===== src/rtl/umi_splitter_fifo.sv =====
// umi_splitter_fifo
//   Buffered UMI traffic splitter. Write traffic (write flag set) is queued
//   towards output 0, all other traffic towards output 1. Each output owns a
//   show-ahead FIFO of DEPTH entries, so a stalled sink only blocks traffic
//   that is headed for it (unless BLOCKING=1, which restores the legacy
//   behaviour of accepting input only when both FIFOs have room).
//
// Ports
//   clk              sole clock, all state updates on its rising edge
//   reset            asynchronous active-high reset of pointers and counts
//   umi_in_valid     input packet valid
//   umi_in_packet    input packet (UW bits)
//   umi_in_ready     input accepted on valid & ready at rising clk
//   umi0_out_*       write-traffic output (valid / packet / ready)
//   umi1_out_*       non-write output (valid / packet / ready)
//   umi0_count       FIFO0 occupancy, 0..DEPTH
//   umi1_count       FIFO1 occupancy, 0..DEPTH
module umi_splitter_fifo #(
  parameter int AW       = 64,
  parameter int UW       = 256,
  parameter int DEPTH    = 4,
  parameter int BLOCKING = 0
) (
  input  logic                       clk,
  input  logic                       reset,
  input  logic                       umi_in_valid,
  input  logic [UW-1:0]              umi_in_packet,
  output logic                       umi_in_ready,
  output logic                       umi0_out_valid,
  output logic [UW-1:0]              umi0_out_packet,
  input  logic                       umi0_out_ready,
  output logic                       umi1_out_valid,
  output logic [UW-1:0]              umi1_out_packet,
  input  logic                       umi1_out_ready,
  output logic [$clog2(DEPTH):0]     umi0_count,
  output logic [$clog2(DEPTH):0]     umi1_count
);

  localparam int PW = $clog2(DEPTH);
  localparam int CW = PW + 1;
  localparam logic [CW-1:0] FULL_COUNT = CW'(DEPTH);

  // Parameter sanity: the packet must hold the command word plus an
  // address, and the pointer arithmetic relies on DEPTH being a power of two.
  if (UW < 32 + AW) begin : g_bad_uw
    $error("umi_splitter_fifo: UW too small for AW");
  end
  if ((DEPTH < 2) || ((DEPTH & (DEPTH - 1)) != 0)) begin : g_bad_depth
    $error("umi_splitter_fifo: DEPTH must be a power of two >= 2");
  end

  // Write flag of the UMI command word, as reported by umi_unpack: bit 0
  // of the command field at the bottom of the packet.
  logic write;
  assign write = umi_in_packet[0];

  logic [1:0]    select_vec;  // bit k set: current packet targets FIFO k
  logic [1:0]    full;
  logic [1:0]    empty;
  logic [1:0]    push;
  logic [1:0]    pop;
  logic [1:0]    out_ready;
  logic [UW-1:0] head  [2];
  logic [CW-1:0] count [2];

  assign select_vec = {~write, write};
  assign out_ready  = {umi1_out_ready, umi0_out_ready};

  // Ready looks only at fullness, never at the sink readies, so there is no
  // combinational path from out_ready to in_ready. A full FIFO therefore
  // refuses a push even in a cycle where it pops.
  if (BLOCKING != 0) begin : g_ready_blocking
    assign umi_in_ready = ~full[0] & ~full[1];
  end else begin : g_ready_split
    assign umi_in_ready = write ? ~full[0] : ~full[1];
  end

  assign push = {2{umi_in_valid & umi_in_ready}} & select_vec;

  for (genvar gi = 0; gi < 2; gi++) begin : g_fifo
    logic [UW-1:0] mem [DEPTH];
    logic [PW-1:0] wr_ptr_reg;
    logic [PW-1:0] rd_ptr_reg;
    logic [CW-1:0] count_reg;

    assign full[gi]  = (count_reg == FULL_COUNT);
    assign empty[gi] = (count_reg == '0);
    assign pop[gi]   = ~empty[gi] & out_ready[gi];

    // Storage carries no reset; its contents are only observed while the
    // count says the slot is occupied.
    always_ff @(posedge clk) begin
      if (push[gi]) begin
        mem[wr_ptr_reg] <= umi_in_packet;
      end
    end

    // Pointers wrap naturally at DEPTH because DEPTH is a power of two.
    always_ff @(posedge clk or posedge reset) begin
      if (reset) begin
        wr_ptr_reg <= '0;
        rd_ptr_reg <= '0;
        count_reg  <= '0;
      end else begin
        if (push[gi]) begin
          wr_ptr_reg <= wr_ptr_reg + 1'b1;
        end
        if (pop[gi]) begin
          rd_ptr_reg <= rd_ptr_reg + 1'b1;
        end
        case ({push[gi], pop[gi]})
          2'b10:   count_reg <= count_reg + 1'b1;
          2'b01:   count_reg <= count_reg - 1'b1;
          default: count_reg <= count_reg;
        endcase
      end
    end

    // Show-ahead head: the oldest entry is presented without a read request,
    // and stays stable until popped.
    assign head[gi]  = mem[rd_ptr_reg];
    assign count[gi] = count_reg;
  end

  assign umi0_out_valid  = ~empty[0];
  assign umi1_out_valid  = ~empty[1];
  assign umi0_out_packet = head[0];
  assign umi1_out_packet = head[1];
  assign umi0_count      = count[0];
  assign umi1_count      = count[1];

endmodule


===== config.mk =====
export PLATFORM = sky130hd
export DESIGN_NAME = umi_splitter_fifo
export DESIGN_NICKNAME = d
export VERILOG_FILES = /design/src/rtl/umi_splitter_fifo.sv
export SDC_FILE = /design/constraint.sdc
export NUM_CORES = 1
export LEC_CHECK = 0
export BUFFER_PORTS_ARGS = -buffer_cell sky130_fd_sc_hd__buf_2
export CORE_UTILIZATION = 35
export CTS_BUF_LIST = sky130_fd_sc_hd__clkbuf_4
export CTS_CLUSTER_SIZE = 12
export DETAILED_ROUTE_END_ITERATION = 16
export SYNTH_ARGS = -nofsm -noshare
export SYNTH_HDL_FRONTEND = slang
export SYNTH_SLANG_ARGS = --single-unit

===== constraint.sdc =====
create_clock -name clk -period 7.7 [get_ports clk]
set_input_delay 0.77 -clock clk [delete_from_list [all_inputs] [get_ports clk]]
set_output_delay 0.77 -clock clk [all_outputs]
set_load 0.03 [all_outputs]

==> impl_results.md <==
- Run status: complete, no violations
- Mapped Cells: 2755
- Syn avg cell area: 27.07 µm²
- Clk pwr share: 26.3%
- Synth Warn #: 0
- Top-area cell type share of the netlist area: 82.46%
- Detail Placement HPWL: 104300 µm
- Net count after synthesis: 3028
- Most common cell on crit path: buf_4
- CTS root buf: clkbuf_4
- DR iter-0 viols: 2509
- CP max-delay cell: dfrtp_4
- PortBufs: 781
- Main synth FF type: edfxtp_1
- Min-Delay Path Class: primary input to flop
- Crit path time final: 4.904 ns
- GRT overflow: 0
- Nets@finish: 4590
- Worst IR drop on VDD: 0.3160 mV
- Unrepaired setup endpoints after global routing: false
- Synthesized area: 74580 µm²
- Share of layout cells above drive strength 1: 46.91%
- Largest register FFs: 2048
- Vert. Die Dim: 463.6 µm
- Synth async-reset ratio: 0.6790%
- Power Density: 385.4 nW/µm²
- CTS clock-pin slew for the worst setup and hold paths: 0.06 ns
- Die area: 214900 µm²
- # setup viols final: 0
- Width of the die: 463.6 µm
- Routed Antenna Nets: 0
- Fin. Hold Viols: 0
- Pint: 22650 µW
- Worst Setup Start Kind: flop
- Clock skew: 0.08717 ns
- Cell depth of the worst flop-to-flop path: 5
- Ports: 782
- CP max stage delay: 0.92 ns
- Max Fclk: 0.2039 GHz
- Area leader, netlist: edfxtp_1
- Slew Limit Fails: 0
- First-pass GRT wire length: 260600 µm
- Via count: 36300
- Vias in the first global route: 38810
- CP required: 6.93 ns
- Setup TNS: 0 ns
- Clock Tree Buf Depth: 4
- Post-Route WL: 179700 µm
- R2R setup slack: 4.59 ns
- Total global-route track usage: 16.53%
- Worst-path cell chain: buf_4 > buf_4 > mux4_2 > buf_2
- Final RePlAce weighted congestion: 0.7650
- Largest net degree at the start of global routing: 107
- Critical hold path startpoint: umi_in_packet[25]
- Most frequent cell after synthesis: edfxtp_1
- Initial Util: 35.20%
- Antenna violations before repair: 20
- DRT Pass-1 Iters: 5
- Core area: 211900 µm²
- Seq/Total Area, Yosys: 82.93%
- Worst R2R Start: umi1_count[2]
- Most frequent cells after synthesis: edfxtp_1, mux4_2, buf_2
- Worst slew pin tran: 1.026 ns
- CTS tree: yes
- CP endpoint kind: primary output
- Number of buffers created by CTS: 555
- Post-DR wirelength/cell: 24.02 µm
- Worst hold endpoint: g_fifo[1].mem[3][25]
- Switching power: 12650 µW
- Vias per cell: 4.851
- Final hold slack: 0.2751 ns
- Critical Path AT: 4.13 ns
- Synth Register Bits: 2062
- Max-Slew Margin vs Limit: 31.60%
- Power share of the sequential group: 39.9%
- Switching share of power: 35.82%
- Post-synth EDFFs: 2048
- Max FO, Critical Path: 46
- Num rows: 169
- Synth-to-layout area growth: 22.81%
- Max Cap Viol: 0
- CTS H-tree depth: 6
- CTS Sinks: 2062
- Final period util: 63.69%
- Skew-Pair Late Insertion Delay: 1.28 ns
- Reg-to-reg endpoint: g_fifo[1].mem[0][104]
- Post-CTS sizing: 0
- Area contributors post-synth: edfxtp_1, mux4_2, dfrtp_1
- Pleak: 0.03087 µW
- Critical path class: flop to primary output
- Library cells used by synthesis: 27
- Drt drc: 0
- Combinational share of power: 33.7%
- Worst Hold Depth: 2
## critical path, delay by kind of cell (launching register included)
family / cells / cell delay (ns)
multiplexers: 1 / 0.42
buffers and inverters: 3 / 1.37
flip-flops: 1 / 0.92
## through the flow
| step | setup WS [ns] | util [%] | cell area [µm²] | power (µW) | std cells |
|---|---|---|---|---|---|
| detailed placement | 4.016 | 38.69 | 81960 | 26370 | 6281 |
| CTS | 2.433 | 43.21 | 91550 | 35950 | 7468 |
| finish | 2.796 | 43.23 | 91590 | 35300 | 7483 |
| global route | 2.455 | 43.23 | 91580 | 36830 | 7480 |
| floorplan | 0.05518 | - | 74580 | 22630 | 2755 |
| global placement | 4.028 | 38.69 | 81960 | 26290 | 6281 |
## worst max path at each step
stage	start	endpoint	slack (ns)	depth (start not counted)
final	g_fifo[0].rd_ptr_reg[1]	umi0_out_packet[171]	2.80	4
after detailed placement	g_fifo[0].rd_ptr_reg[1]	umi0_out_packet[171]	4.02	4
after global placement	g_fifo[0].rd_ptr_reg[1]	umi0_out_packet[203]	4.03	4
after floorplan	umi_in_valid	g_fifo[0].mem[2][0]	0.06	3
after global routing	g_fifo[0].rd_ptr_reg[1]	umi0_out_packet[171]	2.46	4
after CTS	g_fifo[0].rd_ptr_reg[1]	umi0_out_packet[171]	2.43	4
## area by class of cell
class | instances | area (µm²)
diodes | 15 | 37.54
clock buffers | 787 | 5908
clock inverters | 100 | 678.2
fillers | 18380 | 120300
inverters | 13 | 48.80
multi-input cells | 563 | 12010
flip-flops and latches | 2062 | 61860
well taps | 2821 | 3530
repair buffers | 1122 | 7520
## kinds of logic after synthesis
logic type      Yosys count  share of synthesized area, %
flops                  2062                         82.93
mux                     516                         15.52
buf+inv                 130                        0.9982
simple gates             19                        0.1443
xor+xnor                 12                        0.1409
fa+ha+maj                12                        0.2215
compound gates            4                       0.04027
## per-layer routing
metal  track usage (%)  wire [µm]  vias up  part of all wire, %
li1                  -          -    15460                    -
met1             20.15      70450    19090                   39
met2             26.51      89260     1363                   50
met3             5.199      12590      365                  7.0
met4             8.343       7355       14                  4.1
met5                 0         88        -                0.049
## power groups by stage
| stage | Sequential (µW) | Clock, µW | Combinational [µW] |
|---|---|---|---|
| floorplan | 14400 | 0 | 8220 |
| global route | 14200 | 10200 | 12400 |
| finish | 14100 | 9290 | 11900 |
| detailed placement | 14400 | 0 | 12000 |
| CTS | 14100 | 9650 | 12200 |
| global placement | 14300 | 0 | 12000 |
## cell usage in the layout (no fill, tap or decap), types with 2 or more instances in the layout
cell type / Yosys / layout
dfrtp_4: 0 / 4
dfrtp_1: 14 / 10
clkinvlp_4: 0 / 3
and2_4: 0 / 8
inv_1: 13 / 13
fa_1: 2 / 2
inv_2: 0 / 16
diode_2: 0 / 15
ha_1: 10 / 10
buf_4: 44 / 17
bufinv_16: 0 / 10
dlygate4sd3_1: 0 / 300
buf_2: 55 / 781
buf_12: 0 / 24
mux2i_1: 2 / 2
xor2_1: 6 / 6
clkbuf_4: 0 / 787
xnor2_1: 6 / 6
clkinv_1: 0 / 57
nor2_1: 4 / 4
clkinv_2: 0 / 11
mux4_2: 512 / 512
clkinv_4: 0 / 2
nand2_1: 3 / 3
edfxtp_1: 2048 / 2048
## what timing repair did
action,in CTS,in global routing
hold buffers,300,0
endpoints found under the hold margin,2076,0
setup buffers,0,0
Power figures use the tool's default switching activity.
